**src/rtl/fb_pkg.sv**
```systemverilog
// Shared constants, clear-FSM state type and address helper for the
// framebuffer port arbiter.
package fb_pkg;
    localparam int FB_DEPTH  = 10000;
    localparam int FB_ADDR_W = 14;
    localparam int FB_DATA_W = 8;

    localparam logic [FB_DATA_W-1:0] FB_CLEAR_VAL = 8'h00;
    localparam logic [FB_ADDR_W-1:0] FB_LAST =
        FB_ADDR_W'(FB_DEPTH - 1);

    typedef enum logic {
        CLR_IDLE,
        CLR_RUN
    } clr_state_e;

    function automatic logic fb_in_range(
        input logic [FB_ADDR_W-1:0] a
    );
        return a < FB_ADDR_W'(FB_DEPTH);
    endfunction
endpackage

```
**src/rtl/fb_port_arbiter_if.sv**
```systemverilog
// Bundle of display, writer, clear and RAM signals around the arbiter.
// slave = arbiter side, master = users and RAM side.
interface fb_port_arbiter_if;
    import fb_pkg::*;

    logic                 disp_req;
    logic [FB_ADDR_W-1:0] disp_addr;
    logic [FB_DATA_W-1:0] disp_data;
    logic                 disp_valid;
    logic                 wr_req;
    logic [FB_ADDR_W-1:0] wr_addr;
    logic [FB_DATA_W-1:0] wr_data;
    logic                 wr_gnt;
    logic                 wr_oob;
    logic                 clear_start;
    logic                 clear_busy;
    logic                 clear_done;
    logic [FB_ADDR_W-1:0] mem_addr;
    logic                 mem_we;
    logic [FB_DATA_W-1:0] mem_wdata;
    logic [FB_DATA_W-1:0] mem_rdata;

    modport slave (
        input  disp_req, disp_addr, wr_req, wr_addr, wr_data,
        input  clear_start, mem_rdata,
        output disp_data, disp_valid, wr_gnt, wr_oob,
        output clear_busy, clear_done, mem_addr, mem_we, mem_wdata
    );

    modport master (
        output disp_req, disp_addr, wr_req, wr_addr, wr_data,
        output clear_start, mem_rdata,
        input  disp_data, disp_valid, wr_gnt, wr_oob,
        input  clear_busy, clear_done, mem_addr, mem_we, mem_wdata
    );
endinterface

```
**src/rtl/fb_clear_engine.sv**
```systemverilog
// Full-screen clear sequencer: walks 0..DEPTH-1, pausing whenever the
// display owns the RAM cycle.
module fb_clear_engine
    import fb_pkg::*;
(
    input  logic                 clk,
    input  logic                 rst,
    input  logic                 start,
    input  logic                 stall,
    output logic                 busy,
    output logic                 wr_en,
    output logic [FB_ADDR_W-1:0] addr,
    output logic                 done
);
    clr_state_e           state_q;
    logic [FB_ADDR_W-1:0] cnt_q;
    logic                 done_q;

    always_ff @(posedge clk) begin
        if (rst) begin
            state_q <= CLR_IDLE;
            cnt_q   <= '0;
            done_q  <= 1'b0;
        end else begin
            done_q <= 1'b0;
            unique case (state_q)
                CLR_IDLE: begin
                    if (start) begin
                        state_q <= CLR_RUN;
                        cnt_q   <= '0;
                    end
                end
                CLR_RUN: begin
                    if (!stall) begin
                        if (cnt_q == FB_LAST) begin
                            state_q <= CLR_IDLE;
                            cnt_q   <= '0;
                            done_q  <= 1'b1;
                        end else begin
                            cnt_q <= cnt_q + 1'b1;
                        end
                    end
                end
            endcase
        end
    end

    assign busy  = (state_q == CLR_RUN);
    assign wr_en = busy & ~stall;
    assign addr  = cnt_q;
    assign done  = done_q;
endmodule

```
**src/rtl/fb_port_arbiter.sv**
```systemverilog
// Single-port framebuffer arbiter: display > clear engine > writer.
// The clear engine exists only when FB_CLEAR_EN is defined.
module fb_port_arbiter
    import fb_pkg::*;
(
    input logic               clk,
    input logic               rst,
    fb_port_arbiter_if.slave  bus
);
    logic                 clr_busy;
    logic                 clr_wr;
    logic                 clr_done;
    logic [FB_ADDR_W-1:0] clr_addr;

`ifdef FB_CLEAR_EN
    fb_clear_engine u_clear (
        .clk   (clk),
        .rst   (rst),
        .start (bus.clear_start),
        .stall (bus.disp_req),
        .busy  (clr_busy),
        .wr_en (clr_wr),
        .addr  (clr_addr),
        .done  (clr_done)
    );
`else
    logic unused_clear_start;
    assign unused_clear_start = bus.clear_start;
    assign clr_busy = 1'b0;
    assign clr_wr   = 1'b0;
    assign clr_done = 1'b0;
    assign clr_addr = '0;
`endif

    logic                 wr_gnt;
    logic                 wr_ok;
    logic                 disp_ok;
    logic [FB_ADDR_W-1:0] mem_addr_q, mem_addr_d;
    logic                 mem_we_q, mem_we_d;
    logic [FB_DATA_W-1:0] mem_wdata_q, mem_wdata_d;
    logic                 rd1_q, rd1_oob_q;
    logic                 rd2_q, rd2_oob_q;
    logic                 wr_oob_q;

    assign wr_gnt  = bus.wr_req & ~bus.disp_req & ~clr_busy;
    assign wr_ok   = fb_in_range(bus.wr_addr);
    assign disp_ok = fb_in_range(bus.disp_addr);

    // Conditions are mutually exclusive by construction.
    always_comb begin
        mem_addr_d  = mem_addr_q;
        mem_we_d    = 1'b0;
        mem_wdata_d = mem_wdata_q;
        unique case (1'b1)
            bus.disp_req: begin
                mem_addr_d = disp_ok ? bus.disp_addr : '0;
            end
            clr_wr: begin
                mem_addr_d  = clr_addr;
                mem_we_d    = 1'b1;
                mem_wdata_d = FB_CLEAR_VAL;
            end
            wr_gnt: begin
                mem_we_d = wr_ok;
                if (wr_ok) begin
                    mem_addr_d  = bus.wr_addr;
                    mem_wdata_d = bus.wr_data;
                end
            end
            default: ;
        endcase
    end

    always_ff @(posedge clk) begin
        if (rst) begin
            mem_addr_q  <= '0;
            mem_we_q    <= 1'b0;
            mem_wdata_q <= '0;
            rd1_q       <= 1'b0;
            rd1_oob_q   <= 1'b0;
            rd2_q       <= 1'b0;
            rd2_oob_q   <= 1'b0;
            wr_oob_q    <= 1'b0;
        end else begin
            mem_addr_q  <= mem_addr_d;
            mem_we_q    <= mem_we_d;
            mem_wdata_q <= mem_wdata_d;
            rd1_q       <= bus.disp_req;
            rd1_oob_q   <= bus.disp_req & ~disp_ok;
            rd2_q       <= rd1_q;
            rd2_oob_q   <= rd1_oob_q;
            if (wr_gnt && !wr_ok) wr_oob_q <= 1'b1;
        end
    end

    assign bus.mem_addr   = mem_addr_q;
    assign bus.mem_we     = mem_we_q;
    assign bus.mem_wdata  = mem_wdata_q;
    assign bus.disp_valid = rd2_q;
    assign bus.disp_data  = !rd2_q    ? '0 :
                            rd2_oob_q ? FB_CLEAR_VAL : bus.mem_rdata;
    assign bus.wr_gnt     = wr_gnt;
    assign bus.wr_oob     = wr_oob_q;
    assign bus.clear_busy = clr_busy;
    assign bus.clear_done = clr_done;
endmodule

```
**src/flat_wrapper.sv**
```systemverilog
// flat-port wrapper written by rule: the top's interface ports become plain ports
module fb_port_arbiter_flat import fb_pkg::*;
  (clk, rst, bus_disp_req, bus_disp_addr, bus_wr_req, bus_wr_addr, bus_wr_data, bus_clear_start, bus_mem_rdata, bus_disp_data, bus_disp_valid, bus_wr_gnt, bus_wr_oob, bus_clear_busy, bus_clear_done, bus_mem_addr, bus_mem_we, bus_mem_wdata);
  fb_port_arbiter_if bus_i ();
  input logic clk;
  input logic rst;
  input wire logic [$bits(bus_i.disp_req)-1:0] bus_disp_req;
  input wire logic [$bits(bus_i.disp_addr)-1:0] bus_disp_addr;
  input wire logic [$bits(bus_i.wr_req)-1:0] bus_wr_req;
  input wire logic [$bits(bus_i.wr_addr)-1:0] bus_wr_addr;
  input wire logic [$bits(bus_i.wr_data)-1:0] bus_wr_data;
  input wire logic [$bits(bus_i.clear_start)-1:0] bus_clear_start;
  input wire logic [$bits(bus_i.mem_rdata)-1:0] bus_mem_rdata;
  output wire logic [$bits(bus_i.disp_data)-1:0] bus_disp_data;
  output wire logic [$bits(bus_i.disp_valid)-1:0] bus_disp_valid;
  output wire logic [$bits(bus_i.wr_gnt)-1:0] bus_wr_gnt;
  output wire logic [$bits(bus_i.wr_oob)-1:0] bus_wr_oob;
  output wire logic [$bits(bus_i.clear_busy)-1:0] bus_clear_busy;
  output wire logic [$bits(bus_i.clear_done)-1:0] bus_clear_done;
  output wire logic [$bits(bus_i.mem_addr)-1:0] bus_mem_addr;
  output wire logic [$bits(bus_i.mem_we)-1:0] bus_mem_we;
  output wire logic [$bits(bus_i.mem_wdata)-1:0] bus_mem_wdata;
  assign bus_i.disp_req = bus_disp_req;
  assign bus_i.disp_addr = bus_disp_addr;
  assign bus_i.wr_req = bus_wr_req;
  assign bus_i.wr_addr = bus_wr_addr;
  assign bus_i.wr_data = bus_wr_data;
  assign bus_i.clear_start = bus_clear_start;
  assign bus_i.mem_rdata = bus_mem_rdata;
  assign bus_disp_data = bus_i.disp_data;
  assign bus_disp_valid = bus_i.disp_valid;
  assign bus_wr_gnt = bus_i.wr_gnt;
  assign bus_wr_oob = bus_i.wr_oob;
  assign bus_clear_busy = bus_i.clear_busy;
  assign bus_clear_done = bus_i.clear_done;
  assign bus_mem_addr = bus_i.mem_addr;
  assign bus_mem_we = bus_i.mem_we;
  assign bus_mem_wdata = bus_i.mem_wdata;
  fb_port_arbiter u_core (.clk(clk), .rst(rst), .bus(bus_i));
endmodule
```
**config.mk**
```make
export PLATFORM = sky130hd
export DESIGN_NAME = fb_port_arbiter_flat
export DESIGN_NICKNAME = d
export VERILOG_FILES = /design/src/rtl/fb_pkg.sv /design/src/rtl/fb_port_arbiter_if.sv /design/src/rtl/fb_clear_engine.sv /design/src/rtl/fb_port_arbiter.sv /design/src/flat_wrapper.sv
export SDC_FILE = /design/constraint.sdc
export NUM_CORES = 1
export LEC_CHECK = 0
export BUFFER_PORTS_ARGS = -buffer_cell sky130_fd_sc_hd__clkbuf_2
export CAP_MARGIN = 20
export CORE_ASPECT_RATIO = 1.2
export CORE_UTILIZATION = 41
export DETAILED_ROUTE_END_ITERATION = 7
export PLACE_DENSITY_LB_ADDON = 0.2
export SETUP_SLACK_MARGIN = 0.05
export SYNTH_ARGS = -nofsm -noshare
export SYNTH_HDL_FRONTEND = slang
export SYNTH_SLANG_ARGS = --single-unit
```
**constraint.sdc**
```tcl
create_clock -name clk -period 1.6 [get_ports clk]
set_clock_uncertainty 0.1 [all_clocks]
set_input_delay 0.24 -clock clk [delete_from_list [all_inputs] [get_ports clk]]
set_output_delay 0.24 -clock clk [all_outputs]
set_load 0.005 [all_outputs]
```
Word level (Yosys, flattened, before mapping)
Cells that the tools add are included.

word-level totals
  register bits after elaboration = 28
  input bits = 49

cells by class
  order comparisons = 2
  equality and inequality tests = 1
  multiplexer cells = 5
  bitwise operators = 5
  reductions and logical operators = 6

operators with widths
  kind                                                number
  14-bit less-than comparator, second input constant  2
  14-bit two-way mux                                  2
  14-bit case mux with 2 select lines                 1
  8-bit two-way mux                                   2
  2-bit AND reduction                                 2
  1-bit NOT                                           3
  1-bit AND                                           2
  2-bit inequality test, second input constant        1
  2-bit nonzero test                                  1
  2-bit OR reduction                                  1
  1-bit logical AND                                   1
  1-bit zero test                                     1

Longest topological paths before layout
Gate-level depths: netlist of run 1.

  depth in word-level cells = 4
  gate-level depth with buffers = 6

Least setup slack after synthesis of run 1
No wires, ideal clock.

  path type = input port to flip-flop
  start point = input bus_wr_req
  end point = register u_core.mem_addr_q[4], in the netlist u_core.bus.mem_addr[4]
  data arrival time = 1096 ps
  slack = 273 ps
  cell stages on the path = 5
  cell sequence = nor2b_2 -> buf_2 -> buf_2 -> a221oi_1 -> nor3_2

between the ends
  cells in the longest elaborated chain, start to end = 3
  elaborated cells between the ends (all ways) = 5
  classes of those cells = eq/ne (1); mux (1); bitwise (1); reduce/logical (2)

ends and longest elaborated chain
  what                                                                          RTL line               text
  start: declaration                                                            flat_wrapper.sv:9      input wire logic [$bits(bus_i.wr_req)-1:0] bus_wr_req;
  1-bit AND *                                                                   fb_port_arbiter.sv:45  assign wr_gnt = bus.wr_req & ~bus.disp_req & ~clr_busy;
  via bus_wr_gnt                                                                flat_wrapper.sv:16     output wire logic [$bits(bus_i.wr_gnt)-1:0] bus_wr_gnt;
  2-bit inequality test (no line) / 2-bit nonzero test (equally long branches)  --
  2-bit AND reduction (no line)                                                 --
  end signal: assignment                                                        fb_port_arbiter.sv:85  mem_addr_q <= mem_addr_d;
  end: declaration                                                              fb_port_arbiter.sv:38  logic [FB_ADDR_W-1:0] mem_addr_q, mem_addr_d;

The timed path passes the listed nets; every way through them passes the cells marked *.
A chain may end at the register's enable or synchronous reset.

Worst setup path after layout of run 1
  start point = register u_core.rd2_q, in the netlist u_core.bus.disp_valid
  end point = output bus_disp_data[1]

between the ends
  cells in the longest elaborated chain, start to end = 1

ends and longest elaborated chain
  what                      RTL line                text
  start: declaration        fb_port_arbiter.sv:42   logic rd2_q, rd2_oob_q;
  start signal: assignment  fb_port_arbiter.sv:90   rd2_q <= rd1_q;
  8-bit two-way mux         fb_port_arbiter.sv:100  assign bus.disp_data = !rd2_q ? '0 :
  end: declaration          flat_wrapper.sv:14      output wire logic [$bits(bus_i.disp_data)-1:0] bus_disp_data;

Every way passes these cells.

==> run summary, run 1 <==
The count of nets left with antenna violations once routing finished came out at 0. Clock tree synthesis found a total of 28 sinks. Along the worst hold path, the cell count comes to 3. Starting utilization of the core area: 0.4437. The tools report the H-tree depth reported by CTS as 1. The final setup violation count was 0; the detailed placement HPWL was 2580 µm. The die span in x was 53.06 µm; the die outline height was 63.27 µm. After synthesis the cells add up to 0.001282 mm². Initial DRC count: 51. The post-route non-filler standard cell count was 255; the final core area utilization was 0.6126. The class of the most critical hold timing path was in -> reg. The total overflow left after global routing is 0.

The number of cells on the worst reg-to-reg path is 2. The final period utilization was 0.9128. The core box area was 0.002890 mm²; the final total power was 1.537 mW. The number of inserted diodes is 0, and the post-detailed-routing wire length is 3199 µm. Row generation in the floorplan step produced 21 rows. The first global-routing pass estimated 5133 µm of wire. The tools report the sort of element at the end of the critical path as an output port. Summing over every cut layer, the via total after detailed routing is 1340. The number of failing hold endpoints at the final stage is 0, and the fraction of final layout cells with drive strength greater than 1 is 0.4389.

The critical path is of the reg -> out type. The clock passes through at most 2 buffers. In this run, CTS created clock tree buffers numbering 3.

Data on the critical path arrives at its endpoint at 1120 ps. Ranked by instance count, the synthesized netlist is headed by sky130_fd_sc_hd__nor2_1 (29), sky130_fd_sc_hd__dfxtp_1 (28), sky130_fd_sc_hd__nor3_1 (11). The largest net degree at the start of global routing came out at 18. In this run the most critical hold path is launched from bus_wr_data[4]. The count of buffers added on input and output ports is 81.

The die outline area was 0.003357 mm². For the number of antenna violations at the first check in global routing, the log shows 0. Setup total negative slack on the finished layout was measured at 0 ps. TritonCTS built the clock tree. The count of placed standard cells including taps is 251.

The biggest area consumer among synthesized cells was sky130_fd_sc_hd__dfxtp_1. The root buffer cell chosen for the clock tree is sky130_fd_sc_hd__clkbuf_4. The number of max-capacitance violations reported was 0. The number of max-slew violations in the final report is 0.

After filler insertion, the fill cell instance count of the layout stands at 264. The count of boundary I/O pins was 85. The run gives 0 as the number of synthesis warnings.

The share of synthesized area occupied by flip-flops and latches came out at 0.4371. Summed over all cells, the static leakage comes to 0.8572 nW. The synthesized area per cell was 9.161 µm².

Global-route total usage across every layer: 0.1995. The endpoint identified for the worst register-to-register timing path is u_core.bus.mem_addr[6]. STA classifies the critical path startpoint as a register. Across all register-to-register paths, the minimum setup slack is 790 ps. Tracing the worst setup path back leads to its startpoint at u_core.bus.disp_valid.

The synthesized design contains 0 enable-type register cells. In this run the critical register-to-register path is launched from u_core.bus.mem_addr[6]. The clock period could shrink to 1461 ps. Setup repair after global routing could not meet its margin everywhere. The worst hold path terminates at u_core.bus.mem_wdata[4]. The required time at the worst-slack endpoint was 1260 ps.

The tools report the remaining routing DRC violations as 0. Across all hold checks on the routed design, the worst slack comes to 47.00 ps. The most used flip-flop cell after synthesis is sky130_fd_sc_hd__dfxtp_1. The post-synthesis to final-layout area growth is 38.05%, and the via count of the first global-routing pass is 1263. Clock-pin slew was measured on the worst setup and hold paths at 150 ps.

At the end of routability-driven placement, the weighted congestion stood at 0.7907. After the last flow step, the layout net total stands at 271. Counting flops and latches in the post-synthesis netlist gives 28.

In the routed layout, each cell is associated on average with a via count of 5.255. The flow ran to the end, and the final reports show no timing, DRC or antenna violations. Power spread over the standard cell area amounts to 868.1 mW/mm².

By area the synthesized netlist is led by sky130_fd_sc_hd__dfxtp_1 (44%), sky130_fd_sc_hd__nor2_1 (8.5%), sky130_fd_sc_hd__mux2i_1 (6.2%). In the synthesized netlist, the number of instances is 140. The first detailed-routing pass ran for 4 iterations.

Distinct cell type count after synthesis: 34. The worst ir drop on vdd came out at 0.0006409 V. The largest fanout on the critical path was 8; the number of buffers inserted by post-CTS setup repair was 0. The clock reaches the later pin of the worst-skew pair after 320 ps.

The most common cell in the synthesized netlist was sky130_fd_sc_hd__nor2_1. For the highest achievable clock rate, the log shows 684.7 MHz. After detailed routing, the average wire length per cell comes to 12.55 µm. The fraction of registers with async set/reset came out at 0. The top-area cell type share of the netlist area is 0.4371.
==> worst max path at each step <==
| stage | endpoint | slack, ps | depth (start not counted) |
|---|---|---|---|
| floorplan | u_core.bus.mem_addr[4] | 270 | 5 |
| global placement | u_core.bus.mem_addr[7] | -80 | 6 |
| detailed placement | u_core.bus.mem_addr[6] | -180 | 6 |
| CTS | bus_disp_data[3] | 100 | 3 |
| global route | bus_disp_data[3] | 40 | 3 |
| finish | bus_disp_data[1] | 140 | 3 |
==> sequential cells by signal (all words and copies together) (netlist names) <==
name,cells
u_core.bus.wr_oob,1
u_core.rd2_oob_q,1
u_core.bus.mem_wdata,8
u_core.bus.mem_we,1
u_core.bus.mem_addr,14
u_core.rd1_oob_q,1
u_core.rd1_q,1
u_core.bus.disp_valid,1
==> cell usage in the layout (no fill, tap or decap), drive strengths merged <==
cell type,Yosys,final
a211oi,5,5
a21boi,2,2
a21o,1,1
a21oi,2,2
a221oi,9,9
a32oi,3,3
and2,8,8
and2b,1,1
and4,1,1
buf,7,5
bufinv,0,1
clkbuf,3,84
conb,1,2
dfxtp,28,28
mux2i,8,8
nand2,1,1
nand2b,1,1
nand4,2,2
nor2,29,29
nor2b,6,6
nor3,12,12
nor3b,2,2
o211a,1,1
o21ai,3,3
o22ai,1,1
o31a,1,1
o31ai,2,2
==> cell type report <==
class                      instances  area, µm²  area share
clock inverter                     1      30.03     0.01696
multi-input combinational        103      670.6      0.3788
tap                               34      42.54     0.02403
timing repair buffer              86      442.9      0.2502
sequential                        28      561.8      0.3173
clock buffer                       3      22.52     0.01272
==> cell families after synthesis <==
logic type,share of synthesized area
compound gates,0.1951
flops,0.4371
buf+inv,0.05463
simple gates,0.2478
mux,0.06244
other cells,0.002924
==> metal layers <==
layer,track usage,part of all wire,vias up
li1,-,-,665
met1,0.2310,0.40,614
met2,0.3576,0.52,57
met3,0.03140,0.073,4
met4,0.06579,0.0084,0
met5,0,0,-
==> critical path: stages (launching register included) <==
cell and delay [ps]:
sky130_fd_sc_hd__dfxtp_2 360, sky130_fd_sc_hd__nor2b_4 190, sky130_fd_sc_hd__and2_1 150, sky130_fd_sc_hd__clkbuf_2 110
==> what timing repair did <==
item / 4_1_cts / 5_1_grt
hold buffers: 0 / 0
pin swaps: 0 / 0
resized for setup: 2 / 2
endpoints found under the setup margin: 8 / 9
==> where the power goes <==
| part | switching [mW] | internal [mW] | leakage [nW] |
|---|---|---|---|
| clock network | 0.209 | 0.253 | 0.0279 |
| logic | 0.156 | 0.152 | 0.598 |
| registers | 0.0223 | 0.745 | 0.231 |
==> metrics by stage <==
stage	area, µm²	worst slack, ps
after floorplan	1286	273.4
after global placement	1702	-80.99
after detailed placement	1702	-181.9
after CTS	1762	99.33
after global routing	1770	39.62
final	1770	139.5
No activity file was read; power rests on OpenSTA's default activity.
==> inputs of run 2 (changes only) <==
--- a/config.mk
+++ b/config.mk
@@ -8,6 +8,7 @@
 export BUFFER_PORTS_ARGS = -buffer_cell sky130_fd_sc_hd__clkbuf_2
 export CAP_MARGIN = 20
 export CORE_ASPECT_RATIO = 1.2
+export CORE_MARGIN = 3
 export CORE_UTILIZATION = 41
 export DETAILED_ROUTE_END_ITERATION = 7
 export PLACE_DENSITY_LB_ADDON = 0.2
==> run 2 against run 1 <==
Net effect:
- sequential share of layout area fell by 0.64 points
- sequential power barely moved
- total power rose by 1.8%
- largest cell class unchanged
- critical path type unchanged
==> run summary, run 2 (synthesis gave the netlist of run 1 again) <==
The leakage power summed over all cells was 0.8747 nW (+2.0%); the count of boundary I/O pins was 85 (unchanged). The fraction of final layout cells with drive strength greater than 1 was 0.4484 (+0.009516). The run finished with clean final reports. The highest achievable clock rate was 682.9 MHz (-0.26%). The post-synthesis to final-layout area growth was 40.88%. For the first-pass GRT wire length, the log shows 5782 µm (+13%). The time the worst path needs with I/O delays and setup works out to 1464 ps (+3.785 ps). The die span in x is 57.06 µm (+7.5%).

The startpoint of the worst hold path was bus_wr_data[0]. The flip-flop count of the largest register, all copies and words added came out at 14 (unchanged). In this run the critical register-to-register path is captured at u_core.bus.mem_addr[7]. The clock transition time at the flip-flop clock pins of the worst setup and hold paths is 150 ps (about the same). The die outline height was 67.27 µm (+6.3%); the number of max-capacitance violations reported was 0 (unchanged). The run gives 1 (unchanged) as the H-tree depth reported by CTS.

The worst setup path is of the reg -> out kind. The routed via count divided by cell count came out at 5.265 (+0.18%). Data arrival time of the worst path: 1120 ps (about the same). For the initial DRC count, the log shows 54 (+5.9%). For the final weighted congestion of routability-driven global placement, the log shows 0.7971 (+0.81%). The logs give 0 (unchanged) for the number of max-slew violations in the final report and 3501 µm (+9.4%) for the post-detailed-routing wire length.

The number of inserted diodes was 0 (unchanged). The number of hold-repair buffers added at the cts stage is 0 (unchanged), and the largest buffer count on any clock path is 2 (unchanged). The standard-cell row count was 21 (unchanged); the remaining global-route overflow was 0 (unchanged). The final net count was 273 (+0.74%); the largest net degree at the start of global routing was 20 (+2).

The logs give 0 ps (unchanged) for the final setup TNS and 4 (unchanged) for the count of TritonRoute iterations in the first routing pass. Instance count along the most critical hold path: 3 (unchanged). The largest fanout on the critical path is 8 (unchanged), and the final core area utilization is 0.6251 (+0.01255). For the global-route total usage across every layer, the log shows 0.1897 (-0.009787).

The detailed placement HPWL came out at 2741 µm (+6.2%). The run gives 340 ps (+20 ps) as the clock latency on the worst-skew pair. CTS placed an instance of sky130_fd_sc_hd__clkbuf_4 at the clock tree root.

The top cell types in the final layout, fill and taps aside, are sky130_fd_sc_hd__clkbuf_2 (80), sky130_fd_sc_hd__nor2_1 (29), sky130_fd_sc_hd__dfxtp_1 (27), sky130_fd_sc_hd__nor3_1 (11), sky130_fd_sc_hd__a221oi_1 (9). The pin slew with the least headroom to its limit was 499.6 ps; the post-detailed-route wirelength per cell was 13.62 µm (+8.6%). The run gives 0.002890 mm² (unchanged) as the core box area. The worst ir drop on vdd is 0.0005863 V (-8.5%), and the final period utilization is 0.9152 (+0.002366).

The worst hold endpoint is u_core.bus.mem_wdata[0]. The remaining routing DRC violations is 0 (unchanged). The critical path startpoint category is a register. The routed via count is 1353 (+0.97%). The class of the most critical hold timing path was in -> reg. The headroom to the max-slew limit is 0.6641. The register-to-register setup slack is 760 ps (-30 ps). The tools report the starting utilization of the core area as 0.4437 (unchanged). TritonCTS built the clock tree.

The ratio of total power to cell area came out at 865.7 mW/mm² (-0.28%). The number of input and output port buffers inserted works out to 81 (unchanged). The run gives 0 (unchanged) as the number of antenna violations at the first check in global routing.

The run gives 0 (unchanged) as the number of failing hold endpoints at the final stage. The final setup violation count is 0 (unchanged), and the die outline area is 0.003838 mm² (+14%). The via count of the first global-routing pass is 1354 (+7.2%), and the total of fill cells in the finished design is 262 (-0.76%). The critical register-to-register path startpoint is u_core.bus.mem_addr[7]. The run gives 28 (unchanged) as the clock sink total. Setup repair after global routing could not meet its margin everywhere.

The number of buffers created by CTS came out at 3 (unchanged). The sort of element at the end of the critical path was an output port. The library cell used most frequently in the layout, excluding fill and tap cells, is sky130_fd_sc_hd__clkbuf_2. The logs give 29.12 ps (-17.88 ps) for the worst slack on hold paths and 1260 ps (about the same) for the required time at the worst-slack endpoint.

The cell count of the worst reg-to-reg path was 2 (unchanged). For the remaining antenna violation count after routing, the log shows 0 (unchanged).
-- run 2: cell count changes in the layout (fill, tap and decap cells not counted), sizes merged --
cell / delta
clkbuf: -1
buf: +3
-- run 2: final cells by class --
type                            instances  area (µm²)  area share
Clock buffer                            3       22.52     0.01247
Clock inverter                          1       30.03     0.01662
Multi-Input combinational cell        103       673.1      0.3726
Sequential cell                        28       561.8      0.3109
Tap cell                               34       42.54     0.02355
Timing Repair Buffer                   88       476.7      0.2639
-- run 2: worst max path at each step --
stage / from / endpoint / slack [ps] / cells after the start
3_3_place_gp: bus_wr_addr[7] / u_core.bus.mem_addr[7] / -80 / 6
6_report: u_core.bus.disp_valid / bus_disp_data[6] / 140 / 3
2_1_floorplan: bus_wr_req / u_core.bus.mem_addr[4] / 270 / 5
3_5_place_dp: bus_wr_addr[7] / u_core.bus.mem_addr[13] / -150 / 6
5_1_grt: u_core.bus.disp_valid / bus_disp_data[2] / 30 / 3
4_1_cts: u_core.bus.disp_valid / bus_disp_data[7] / 90 / 3
-- run 2: metrics by stage --
step	total power [mW]	cell area, µm²	std cells	setup slack, ps
final	1.564	1807	257	135.7
after global routing	1.641	1807	257	29.19
after floorplan	0.9492	1286	141	273.4
after CTS	1.566	1782	256	88.41
after global placement	1.088	1722	252	-80.54
after detailed placement	1.100	1722	252	-148.2
-- run 2: power breakdown --
part           switching (mW)  internal, mW  total [mW]  leakage, nW
Sequential             0.0230         0.745       0.768        0.231
Combinational           0.161         0.163       0.323        0.616
Clock                   0.219         0.254       0.473       0.0279
Total                   0.403          1.16        1.56        0.875
-- run 2: critical path, stage by stage, from the launching register on --
cell and delay, ps:
sky130_fd_sc_hd__dfxtp_2 360, sky130_fd_sc_hd__nor2b_4 190, sky130_fd_sc_hd__and2_1 140, sky130_fd_sc_hd__clkbuf_2 100
-- run 2: metal layers --
| metal | track usage | part of all wire |
|---|---|---|
| met5 | 0 | 0 |
| met4 | 0.07536 | 0.017 |
| met3 | 0.03824 | 0.090 |
| met2 | 0.3586 | 0.51 |
| met1 | 0.2058 | 0.38 |
-- run 2: timing repair --
| item | 4_1_cts | 5_1_grt |
|---|---|---|
| setup buffers | 0 | 1 |
| pin swaps | 0 | 1 |
| endpoints found under the setup margin | 8 | 10 |
| gates resized for setup | 2 | 4 |
==> inputs of run 3 (changes only) <==
--- a/config.mk
+++ b/config.mk
@@ -8,7 +8,6 @@
 export BUFFER_PORTS_ARGS = -buffer_cell sky130_fd_sc_hd__clkbuf_2
 export CAP_MARGIN = 20
 export CORE_ASPECT_RATIO = 1.2
-export CORE_MARGIN = 3
 export CORE_UTILIZATION = 41
 export DETAILED_ROUTE_END_ITERATION = 7
 export PLACE_DENSITY_LB_ADDON = 0.2
==> constraint.sdc (replaced) <==
create_clock -name clk -period 1.6 [get_ports clk]
set_clock_uncertainty 0.1 [all_clocks]
set_input_delay 0.16 -clock clk [delete_from_list [all_inputs] [get_ports clk]]
set_output_delay 0.16 -clock clk [all_outputs]
set_load 0.005 [all_outputs]
==> run 3 against run 2 <==
Net effect:
- wire length decreased by 6.1%
- sequential power about the same
- clock power decreased by 3%
- highest routed layer unchanged
- count of clock-buffer cells in the layout unchanged
- core utilization increased by 0.43 points
- hold slack improved by 2.2 ps
- setup slack improved by 70 ps
- largest cell class unchanged
- sequential share of layout area decreased by 0.28 points
==> run summary, run 3 (synthesis gave the netlist of run 1 again) <==
The standard-cell row count was 21 (unchanged); the final setup TNS was 0 ps (unchanged). Critical path class: reg -> out. STA classifies the critical path startpoint as a register. The first-pass GRT wire length is 5319 µm (-8.0%). The remaining antenna violation count after routing is 0 (unchanged), and the highest achievable clock rate is 717.1 MHz (+5.0%).

For the post-detailed-routing wire length, the log shows 3288 µm (-6.1%). The largest fanout on the critical path was 8 (unchanged); the number of buffers created by CTS was 3 (unchanged). The worst register-to-register path ends at u_core.bus.mem_addr[7].

In this run the critical register-to-register path is launched from u_core.bus.mem_addr[7]. The post-route non-filler standard cell count was 260 (+1.2%). The number of failing hold endpoints at the final stage is 0 (unchanged). The routed via count divided by cell count was 5.254 (-0.20%); the via count of the first global-routing pass was 1262 (-6.8%). The tools report the number of inserted diodes as 0 (unchanged). The tools report the final setup violation count as 0 (unchanged).

The start point of the critical path is u_core.bus.disp_valid. The run gives 0.0004604 V (-21%) as the worst ir drop on vdd. The final weighted congestion of routability-driven global placement is 0.8140 (+2.1%).

The fraction of final layout cells with drive strength greater than 1 works out to 0.4115 (-0.03693). The die outline height came out at 63.27 µm (-5.9%). Required time at the worst-slack endpoint: 1340 ps (+80 ps). The run gives 0 (unchanged) as the number of max-capacitance violations reported. The run gives 0.6294 (+0.004329) as the final core area utilization.

The core box area is 0.002890 mm² (unchanged), and the global-route total usage across every layer is 0.2090 (+0.01922). The area taken by multi-input logic gates was 663.1 µm² (-1.5%). The class of the most critical hold timing path is in -> reg.

TritonCTS built the clock tree. The library cells used most frequently in the layout, excluding fill and tap cells, are sky130_fd_sc_hd__clkbuf_2 (81), sky130_fd_sc_hd__nor2_1 (29), sky130_fd_sc_hd__dfxtp_1 (28), sky130_fd_sc_hd__nor3_1 (11), sky130_fd_sc_hd__a221oi_1 (9). The headroom to the max-slew limit is 0.5007 (-0.1634), and the time the worst path needs with I/O delays and setup is 1394 ps (-69.82 ps). Leaving out fill and tap cells, the most frequent cell in the layout is sky130_fd_sc_hd__clkbuf_2.

The run gives 0 (unchanged) as the number of buffers inserted by post-CTS setup repair. The number of max-slew violations in the final report was 0 (unchanged); the final period utilization was 0.8716 (-0.04364). The tools report the capture point of the worst path as bus_disp_data[3]. Post-route cell area: 0.001819 mm² (+0.69%).

For the remaining global-route overflow, the log shows 0 (unchanged). The count of placed standard cells including taps is 248 (-1.6%), and the ratio of total power to cell area is 849.9 mW/mm² (-1.8%). The logs give 560.5 µm² (-0.22%) for the storage element area and 276 (+1.1%) for the final net count. The run gives 1366 (+0.96%) as the routed via count.

The logs give 0 (unchanged) for the remaining routing DRC violations and 2508 µm (-8.5%) for the detailed placement HPWL. The clock sink total came out at 28 (unchanged). The flip-flop count of the largest register, all copies and words added was 14 (unchanged); the cell count of the worst reg-to-reg path was 2 (unchanged). CTS placed an instance of sky130_fd_sc_hd__clkbuf_4 at the clock tree root. The leakage power summed over all cells is 0.8747 nW (about the same).

The tools report the number of antenna violations at the first check in global routing as 0 (unchanged). The tools report the clock latency on the worst-skew pair as 330 ps (about the same). Setup repair after global routing left no endpoint under its margin.

The total placed instance area was 0.001679 mm² (-2.5%); the starting utilization of the core area was 0.4437 (unchanged). The logs give 1.546 mW (-1.1%) for the final total power and 271 (+3.4%) for the total of fill cells in the finished design. The tools report the data arrival time of the worst path as 1130 ps (about the same). The tools report the count of TritonRoute iterations in the first routing pass as 4 (unchanged). The count of boundary I/O pins came out at 85 (unchanged).

The tools report the H-tree depth reported by CTS as 1 (unchanged). For the largest buffer count on any clock path, the log shows 2 (unchanged). The largest net degree at the start of global routing is 22 (+10%), and the clock transition time at the flip-flop clock pins of the worst setup and hold paths is 140 ps (about the same).

The register-to-register setup slack was 790 ps (+30 ps). The sort of element at the end of the critical path is an output port. The post-synthesis to final-layout area growth was 41.85%; the die span in x was 53.06 µm (-7.0%).

The tools report the initial DRC count as 44 (-19%). The number of input and output port buffers inserted came out at 81 (unchanged). The flow ran to the end, and the final reports show no timing, DRC or antenna violations.

The post-detailed-route wirelength per cell came out at 12.65 µm (-7.2%). The pin slew with the least headroom to its limit works out to 749.0 ps (+249.3 ps). Die outline area: 0.003357 mm² (-13%).
==> run 3: changes by cell type in the layout (fill, tap and decap cells not counted), sizes merged <==
| cell | before | now |
|---|---|---|
| clkbuf | 83 | 84 |
| dlygate4sd3 | 0 | 8 |
| buf | 8 | 2 |
==> run 3: worst min path at each step <==
stage / startpoint / to / cells after the start
after floorplan: bus_wr_data[0] / u_core.bus.mem_wdata[0] / 2
after global routing: bus_disp_req / u_core.rd1_q / 2
after detailed placement: bus_wr_data[7] / u_core.bus.mem_wdata[7] / 3
after global placement: bus_wr_data[6] / u_core.bus.mem_wdata[6] / 3
final: bus_disp_req / u_core.rd1_q / 2
after CTS: bus_disp_req / u_core.rd1_q / 2
==> run 3: what timing repair did <==
item                       4_1_cts  5_1_grt
pin swaps                        0        0
setup endpoints to repair        8        7
gates cloned                     0        0
resized for setup                1        1
hold buffers                     8        0
hold endpoints to repair         8        0
==> run 3: routing by layer <==
layer	track usage	share of wire	vias to the layer above	routed length, µm
li1	-	-	673	-
met5	0	0	-	0
met4	0.09211	0.022	0	71
met3	0.03382	0.066	7	218
met1	0.2496	0.42	621	1377
met2	0.3544	0.49	65	1621
==> run 3: power by group <==
group / leakage (nW) / internal, mW / total, mW / switching, mW
sequential: 0.230 / 0.745 / 0.768 / 0.0230
clock: 0.0279 / 0.254 / 0.460 / 0.207
combinational: 0.616 / 0.160 / 0.318 / 0.158
==> run 3: critical path: stages (launching register included) <==
cell and delay [ps]:
sky130_fd_sc_hd__dfxtp_1 360, sky130_fd_sc_hd__nor2b_4 190, sky130_fd_sc_hd__and2_1 150, sky130_fd_sc_hd__clkbuf_2 110
==> run 3: metrics by stage <==
| stage | worst slack [ps] | hold WS [ps] |
|---|---|---|
| after floorplan | 353.4 | 207.2 |
| after global placement | -7.471 | 297.8 |
| after global routing | 85.95 | 22.33 |
| after detailed placement | -65.32 | 308.7 |
| after CTS | 118.7 | 18.46 |
| final | 205.5 | 31.32 |
==> run 3: final cells by class <==
type,instances,area share
sequential,28,0.3081
clock buffer,3,0.01238
tap,34,0.02338
multi-input combinational,103,0.3645
timing repair buffer,91,0.2751
clock inverter,1,0.01651
